**config.mk**
```make
export PLATFORM = sky130hd
export DESIGN_NAME = au_scheduler
export DESIGN_NICKNAME = d
export VERILOG_FILES = /design/src/rtl/au_scheduler.sv
export SDC_FILE = /design/constraint.sdc
export NUM_CORES = 1
export LEC_CHECK = 0
export BUFFER_PORTS_ARGS = -buffer_cell sky130_fd_sc_hd__buf_2
export CORE_AREA = 4 4 78 44
export CTS_CLUSTER_DIAMETER = 80
export CTS_CLUSTER_SIZE = 30
export DETAILED_ROUTE_END_ITERATION = 12
export DIE_AREA = 0 0 82 48
export GPL_TIMING_DRIVEN = 0
export HOLD_SLACK_MARGIN = 0.08
export MAX_ROUTING_LAYER = met4
export PLACE_DENSITY = 0.81
export SLEW_MARGIN = 20
export SYNTH_ARGS = -nofsm -noshare
export SYNTH_HDL_FRONTEND = slang
export SYNTH_SLANG_ARGS = --single-unit
```
**constraint.sdc**
```tcl
create_clock -name clk -period 2.4 [get_ports clk]
set_input_delay 0.12 -clock clk [delete_from_list [all_inputs] [get_ports clk]]
set_output_delay 0.12 -clock clk [all_outputs]
set_load 0.05 [all_outputs]
```
**src/rtl/au_scheduler.sv**
```systemverilog
// Round-robin sequencer for the shared 4-bit arithmetic unit: grants one of two
// requesters, holds its operands on the unit for a settle window, returns F tagged with the ID.

module arithmetic_unit (
  input  logic [3:0] x2,
  input  logic [3:0] x1,
  input  logic [3:0] x0,
  output logic [3:0] f
);
  // x2[0] selects subtract (x1 - x0) versus add (x1 + x0), modulo 16
  assign f = x2[0] ? (x1 - x0) : (x1 + x0);
endmodule

module au_scheduler #(
  parameter int EXEC_CYCLES = 1
) (
  input  logic       clk,
  input  logic       rst_n,
  input  logic [1:0] req_valid,
  output logic [1:0] req_ready,
  input  logic [3:0] req0_x2,
  input  logic [3:0] req0_x1,
  input  logic [3:0] req0_x0,
  input  logic [3:0] req1_x2,
  input  logic [3:0] req1_x1,
  input  logic [3:0] req1_x0,
  output logic       resp_valid,
  input  logic       resp_ready,
  output logic [3:0] resp_data,
  output logic       resp_id,
  output logic       busy
);

  typedef enum logic [1:0] {IDLE, EXEC, RESP} state_t;

  localparam logic [3:0] CNT_LOAD = 4'(EXEC_CYCLES - 1);

  state_t     state_q, state_d;
  logic [3:0] cnt_q, cnt_d;
  logic [3:0] x2_q, x2_d, x1_q, x1_d, x0_q, x0_d;
  logic       id_q, id_d;
  logic       last_q, last_d;
  logic [3:0] resp_data_q, resp_data_d;
  logic       busy_q, busy_d;
  logic [1:0] grant;
  logic [3:0] unit_f;

  arithmetic_unit u_unit (
    .x2 (x2_q),
    .x1 (x1_q),
    .x0 (x0_q),
    .f  (unit_f)
  );

  // On a tie the requester that did not win last time is granted
  always_comb begin
    grant = 2'b00;
    case (req_valid)
      2'b01:   grant = 2'b01;
      2'b10:   grant = 2'b10;
      2'b11:   grant = last_q ? 2'b01 : 2'b10;
      default: grant = 2'b00;
    endcase
  end

  assign req_ready = (state_q == IDLE) ? grant : 2'b00;

  always_comb begin
    state_d     = state_q;
    cnt_d       = cnt_q;
    x2_d        = x2_q;
    x1_d        = x1_q;
    x0_d        = x0_q;
    id_d        = id_q;
    last_d      = last_q;
    resp_data_d = resp_data_q;
    case (state_q)
      IDLE: begin
        if (req_ready != 2'b00) begin
          id_d    = req_ready[1];
          last_d  = req_ready[1];
          x2_d    = req_ready[1] ? req1_x2 : req0_x2;
          x1_d    = req_ready[1] ? req1_x1 : req0_x1;
          x0_d    = req_ready[1] ? req1_x0 : req0_x0;
          cnt_d   = CNT_LOAD;
          state_d = EXEC;
        end
      end
      EXEC: begin
        if (cnt_q == 4'd0) begin
          resp_data_d = unit_f;
          state_d     = RESP;
        end else begin
          cnt_d = cnt_q - 4'd1;
        end
      end
      RESP: begin
        if (resp_ready) state_d = IDLE;
      end
      default: state_d = IDLE;
    endcase
    busy_d = (state_d != IDLE);
  end

  always_ff @(posedge clk or negedge rst_n) begin
    if (!rst_n) begin
      state_q     <= IDLE;
      cnt_q       <= 4'd0;
      x2_q        <= 4'd0;
      x1_q        <= 4'd0;
      x0_q        <= 4'd0;
      id_q        <= 1'b0;
      last_q      <= 1'b1;
      resp_data_q <= 4'd0;
      busy_q      <= 1'b0;
    end else begin
      state_q     <= state_d;
      cnt_q       <= cnt_d;
      x2_q        <= x2_d;
      x1_q        <= x1_d;
      x0_q        <= x0_d;
      id_q        <= id_d;
      last_q      <= last_d;
      resp_data_q <= resp_data_d;
      busy_q      <= busy_d;
    end
  end

  assign resp_valid = (state_q == RESP);
  assign resp_data  = resp_data_q;
  assign resp_id    = id_q;
  assign busy       = busy_q;

endmodule

```
==> metrics, run 1 <==
outcome=complete, no violations; core box area=0.00280 mm^2; hold path depth=3; synthesized-area fraction occupied by adder cells=0.0697; CTS resizes=0; maximum clock rate=0.497 GHz; post-CTS setup buffer count=0; post-synth cell types=32; R2R Setup Slk=between 0.3 and 0.4 ns; synthesized flop and latch total=22; Rows=14; count of nets after finishing=190; Setup WS post-layout=0.389 ns; Setup Skew=0.00367 ns; top-area cell type share of the netlist area=0.444; worst skew pair latency=about 0.26 ns; CTS tree=done; Setup WS pre-CTS=0.378 ns; CTS buffer count=3; GPL Wtd Cong=0.723; asr flop ratio synth=1.00; Area Growth Syn to Fin=22.0%; post-layout min period=~2 ns; CP max stage delay=just over 0.4 ns; capture point of the worst reg-to-reg path=resp_data[3]; Mapped Cells=118; initial drt markers=38; Final Routed Wirelength=2.41 mm; DRT Pass-1 Iters=4; Slew Viols, Final=0; CTS Hold Buffers Added=1; PD cells=1510 mW/mm^2; clock slew at reported path FFs=0.08 ns; syn nets=~150; Ys Warns=0; CP Cell Sequence=inv_1 -> ha_1 -> mux2_2 -> inv_1 -> ha_1 -> a21o_1 -> a21oi_1 -> xnor2_1 -> o21ai_0; Compound-Gate Fraction of Synth Area=0.0771; main combinational cell family by area after synthesis=simple AND/OR/NAND/NOR gates; IO buf count=31; initial antenna violation count=0; crit-path max FO=4; register area=552 um^2; Placed Cells=189; slowest CP cell=dfrtp_1; setup tns final=0 ns; post-route ant nets=0; Starting Density=0.423; vias per cell=4.63; gr usage total=0.145; Post-Syn Area=roughly 0.0012 mm^2; multi-input logic area=579 um^2; actual transition at the worst max-transition pin=0.501 ns; Synth Area in Simple Gates=0.192; Setup crit start kind=flop; Worst Hold Class=in2reg; RSZ-0062 raised after global routing=false; Filler cells=278; drt wl/cell=12.4 um; # H-tree levels=1; IO Pins=38; proportion of synthesized area in mux cells=0.0982; syn avg cell area=10.0 um^2; crit path to=resp_data[3]; critical path required time=2.55 ns; share of cells above drive strength 1=0.305; clk root buf=clkbuf_8; CTS Sinks=22; Pleak=0.789 nW; critical path class=reg2reg; Via Count=898; Die H=48 um; Worst slew margin=0.666; Remaining Overflow, GRT=0; dominant synthesized flop cell=dfrtp_1; die area=0.00394 mm^2; die width=between 80 and 90 um; Tcrit/Tclk final=0.838; final setup violation count=0; hold path start=req1_x2[0]; Layout Cells excl Fill=194; ANT cells=0; register area share after synthesis=0.466; EDFF count, synth=0; vias in the first global route=a little over 900; Setup crit end kind=flop; worst reg2reg startpoint=x0_q[0]; drc violations=0; crit path DAT=between 2 and 2.5 ns; pin count of the biggest net entering global routing=23; Area contributors post-synth=dfrtp_1 (44%), mux2i_1 (7.6%), nand2_1 (6.7%); top cell type by total area after synthesis=dfrtp_1; Worst setup startpoint=x0_q[0]; clock buffer depth=2; final hold vios=0; Worst R2R Path Depth=9; xor/xnor share of the synthesized area=0.0517; first-pass GRT wire length=3.93 mm; fin util=0.516; Max Cap Viol=0; Detailed Place HPWL=between 1.5 and 2 mm; peak supply drop=between 0.0007 and 0.0008 V
[critical path: cells and delay by family, from the launching register on]
kind	cells	cell delay [ns]
buf+inv	2	0.12
xor+xnor	1	0.14
fa+ha+maj	2	0.49
flops	1	0.41
compound gates	3	0.43
mux	1	0.29
[per-stage QoR]
step	hold slack [ns]	power (mW)	cell area, um^2
2_1_floorplan	-0.176	1.67	1180
3_3_place_gp	0.102	1.90	1390
3_5_place_dp	0.111	1.97	1390
4_1_cts	0.127	2.22	1450
5_1_grt	0.141	2.39	1450
6_report	0.131	2.19	1450
[synthesized netlist by cell type (all sizes together), types with 4 or more instances]
| master | count |
|---|---|
| mux2i | 9 |
| xnor2 | 5 |
| o21ai | 15 |
| nor2 | 5 |
| nand2 | 22 |
| nand2b | 4 |
| ha | 5 |
| dfrtp | 21 |
| nand3 | 4 |
| inv | 10 |
[how the worst min path moves through the flow]
stage | slack (ns) | to
floorplan | -0.18 | busy
global placement | 0.10 | resp_data[0]
detailed placement | 0.11 | resp_data[3]
CTS | 0.13 | state_q[1]
global route | 0.14 | state_q[1]
finish | 0.13 | x2_q[0]
[per-layer routing]
| metal | global-route usage | part of all wire | vias up |
|---|---|---|---|
| met3 | 0.0526 | 0.061 | 6 |
| met2 | 0.207 | 0.44 | 28 |
| li1 | - | - | 454 |
| met4 | 0.0662 | 0.017 | 0 |
| met1 | 0.185 | 0.48 | 410 |
| met5 | - | 0 | - |
[registers in the layout, summed over array words and instances, names as in the netlist]
register and cells:
busy 1, cnt_q 4, last_q 1, resp_data 4, resp_id 1, state_q 2
x0_q 4, x1_q 4, x2_q 1
[final cells by class]
cell class                      instances  area share
Multi-Input combinational cell         83       0.401
Sequential cell                        22       0.382
Timing Repair Buffer                   32       0.114
Tap cell                               40      0.0346
Clock buffer                            4      0.0312
Inverter                               10      0.0260
Buffer                                  3      0.0113
[cell families after synthesis]
group | after synthesis
muxes | 11
xor gates and xnor gates | 7
DFF | 22
adders and majority gates | 6
buffers and inverters | 13
AOI/OAI and AO/OA | 17
and+or+nand+nor | 42
[placed cells by master, fill, tap and decap left out, types with 2 or more instances in the layout]
master    count
nand3_1       3
clkbuf_1      2
nor2_1        4
ha_1          5
xnor2_1       5
o21ai_0      13
nand2_1      21
and2_1        2
nand2b_1      3
buf_2        32
xor2_1        2
mux2i_1       9
dfrtp_1      21
clkbuf_8      3
inv_1        10
[where the power goes]
part	internal, mW	switching [mW]	leakage [nW]	total, mW
sequential	0.553	0.127	0.271	0.680
combinational	0.507	0.761	0.495	1.27
clock	0.119	0.119	0.0228	0.238
(Power assumes the default switching activity.)
==> run 2: changes to the inputs <==
Settings changed: PLACE_DENSITY 0.81 to 0.83.
Clock period 2.4 ns to 1.8 ns, I/O delays scaled along.
==> run 2 against run 1 <==
The flow now finishes with violations (negative setup slack). Non-clock buffer count increased by 5. Sequential power increased by 34%. Critical endpoint is now resp_data[2]. Count of clock-buffer cells in the layout unchanged. Global-route usage increased by 0.86 points. Critical path depth decreased by 2. Via count increased by 4.8%. Flip-flop and latch count unchanged. Fmax increased by 5.2%. Register-to-register slack got worse by 0.50 ns. Worst setup slack got worse by 0.50 ns. Combinational power increased by 53%.
==> metrics, run 2 (synthesized netlist as in run 1, its figures left out) <==
most frequent cells in the layout=buf_2 (32), nand2_1 (21), dfrtp_1 (21), o21ai_0 (12); die area=0.00394 mm^2; Critical path buffers and inverters=2; Detailed Place HPWL=2.01 mm; pin count of the biggest net entering global routing=23; gr usage total=0.154; Filler cells=254; # H-tree levels=1; Placed Area=0.00140 mm^2; hold_ws=0.102 ns; Slew Viols, Final=0; setup tns final=-0.241 ns; final hold vios=0; Die H=48 um; clock slew at reported path FFs=0.07 ns; Rows=14; first-pass GRT wire length=4.22 mm; Tcrit/Tclk final=1.06; outcome=finished, violations left; PD cells=~2100 mW/mm^2; drt wl/cell=between 10 and 15 um; failing checks=negative setup slack; commonest non-fill, non-tap cell in the layout=buf_2; IO Pins=38; Max Cap Viol=0; peak supply drop=about 0.00090 V; Final Routed Wirelength=2.63 mm; Setup WS post-layout=-0.112 ns; Worst Hold Class=in2reg; maximum clock rate=approximately 0.52 GHz; initial drt markers=between 50 and 60; crit-path max FO=2; critical path required time=1.98 ns; Placed Cells=189; CP Cell Sequence=inv_1 -> ha_1 -> mux2_4 -> buf_4 -> fa_1 -> xor2_1 -> o21ai_0; Via Count=941; RSZ-0062 raised after global routing=true; fin area=roughly 0.0015 mm^2; DRT Pass-1 Iters=4; hold path depth=3; Worst slew margin=0.676; family with the most delay on the worst path=adder cells; Worst R2R Path Depth=7; Pleak=0.822 nW; clk root buf=clkbuf_8; Setup crit start kind=flop; core box area=0.00280 mm^2; vias per cell=roughly 4.7; initial antenna violation count=0; CTS Sinks=22; IO buf count=31; count of nets after finishing=195; actual transition at the worst max-transition pin=0.485 ns; ANT cells=0; Worst path depth=7; die width=between 80 and 90 um; GPL Wtd Cong=between 0.7 and 0.8; critical path class=reg2reg; worst skew pair latency=about 0.26 ns; slowest CP cell=fa_1; Remaining Overflow, GRT=0; CTS tree=done; Tot Pwr=approximately 3.2 mW; post-route ant nets=0; share of cells above drive strength 1=0.352; Starting Density=0.423; drc violations=0; CP max stage delay=roughly 0.40 ns; CTS buffer count=3; clock buffer depth=2; Setup Skew=0.00110 ns; Setup crit end kind=flop; final setup violation count=3; crit path DAT=2.09 ns; post-layout min period=1.91 ns; fin util=0.540; vias in the first global route=between 900 and 1000; Layout Cells excl Fill=199; Area Growth Syn to Fin=27.7%; Setup WS pre-CTS=-0.165 ns
-- run 2: worst min-delay path, stage by stage --
cell	delay (ns)
buf_2	0.07
mux2i_1	0.05
o21ai_1	0.11
-- run 2: repair_timing --
| action | 4_1_cts | 5_1_grt |
|---|---|---|
| endpoints found under the hold margin | 21 | 0 |
| pin swaps | 5 | 6 |
| hold buffers | 1 | 0 |
| resized for setup | 1 | 0 |
| buffers inserted | 2 | 3 |
| setup endpoints to repair | 3 | 2 |
-- run 2: cell type report --
class | count | area, um^2 | share of cell area
Sequential cell | 22 | 552 | 0.365
Timing Repair Buffer | 37 | 203 | 0.134
Tap cell | 40 | 50.0 | 0.0331
Multi-Input combinational cell | 83 | 599 | 0.396
Clock buffer | 4 | 55.1 | 0.0364
Inverter | 10 | 37.5 | 0.0248
Buffer | 3 | 16.3 | 0.0108
-- run 2: power by group --
part | leakage [nW] | switching, mW | internal, mW
sequential | 0.271 | 0.176 | 0.738
clock | 0.0288 | 0.152 | 0.195
combinational | 0.523 | 1.12 | 0.813
-- run 2: final timing paths --
check                           start            to  slack, ns
setup / recovery              x0_q[0]  resp_data[2]      -0.11
hold / removal             req1_x2[0]       x2_q[0]       0.10
setup reg to reg              x0_q[0]  resp_data[2]      -0.11
hold reg to reg                last_q        last_q       0.47
max in group asynchronous       rst_n        last_q       1.13
min in group asynchronous       rst_n          busy       0.32
-- run 2: layer usage --
metal,global-route usage,vias to the layer above,part of all wire
met2,0.254,32,0.45
met5,-,-,0
met3,0.0545,2,0.065
met4,0.0265,0,0.0076
met1,0.188,442,0.48
li1,-,465,-
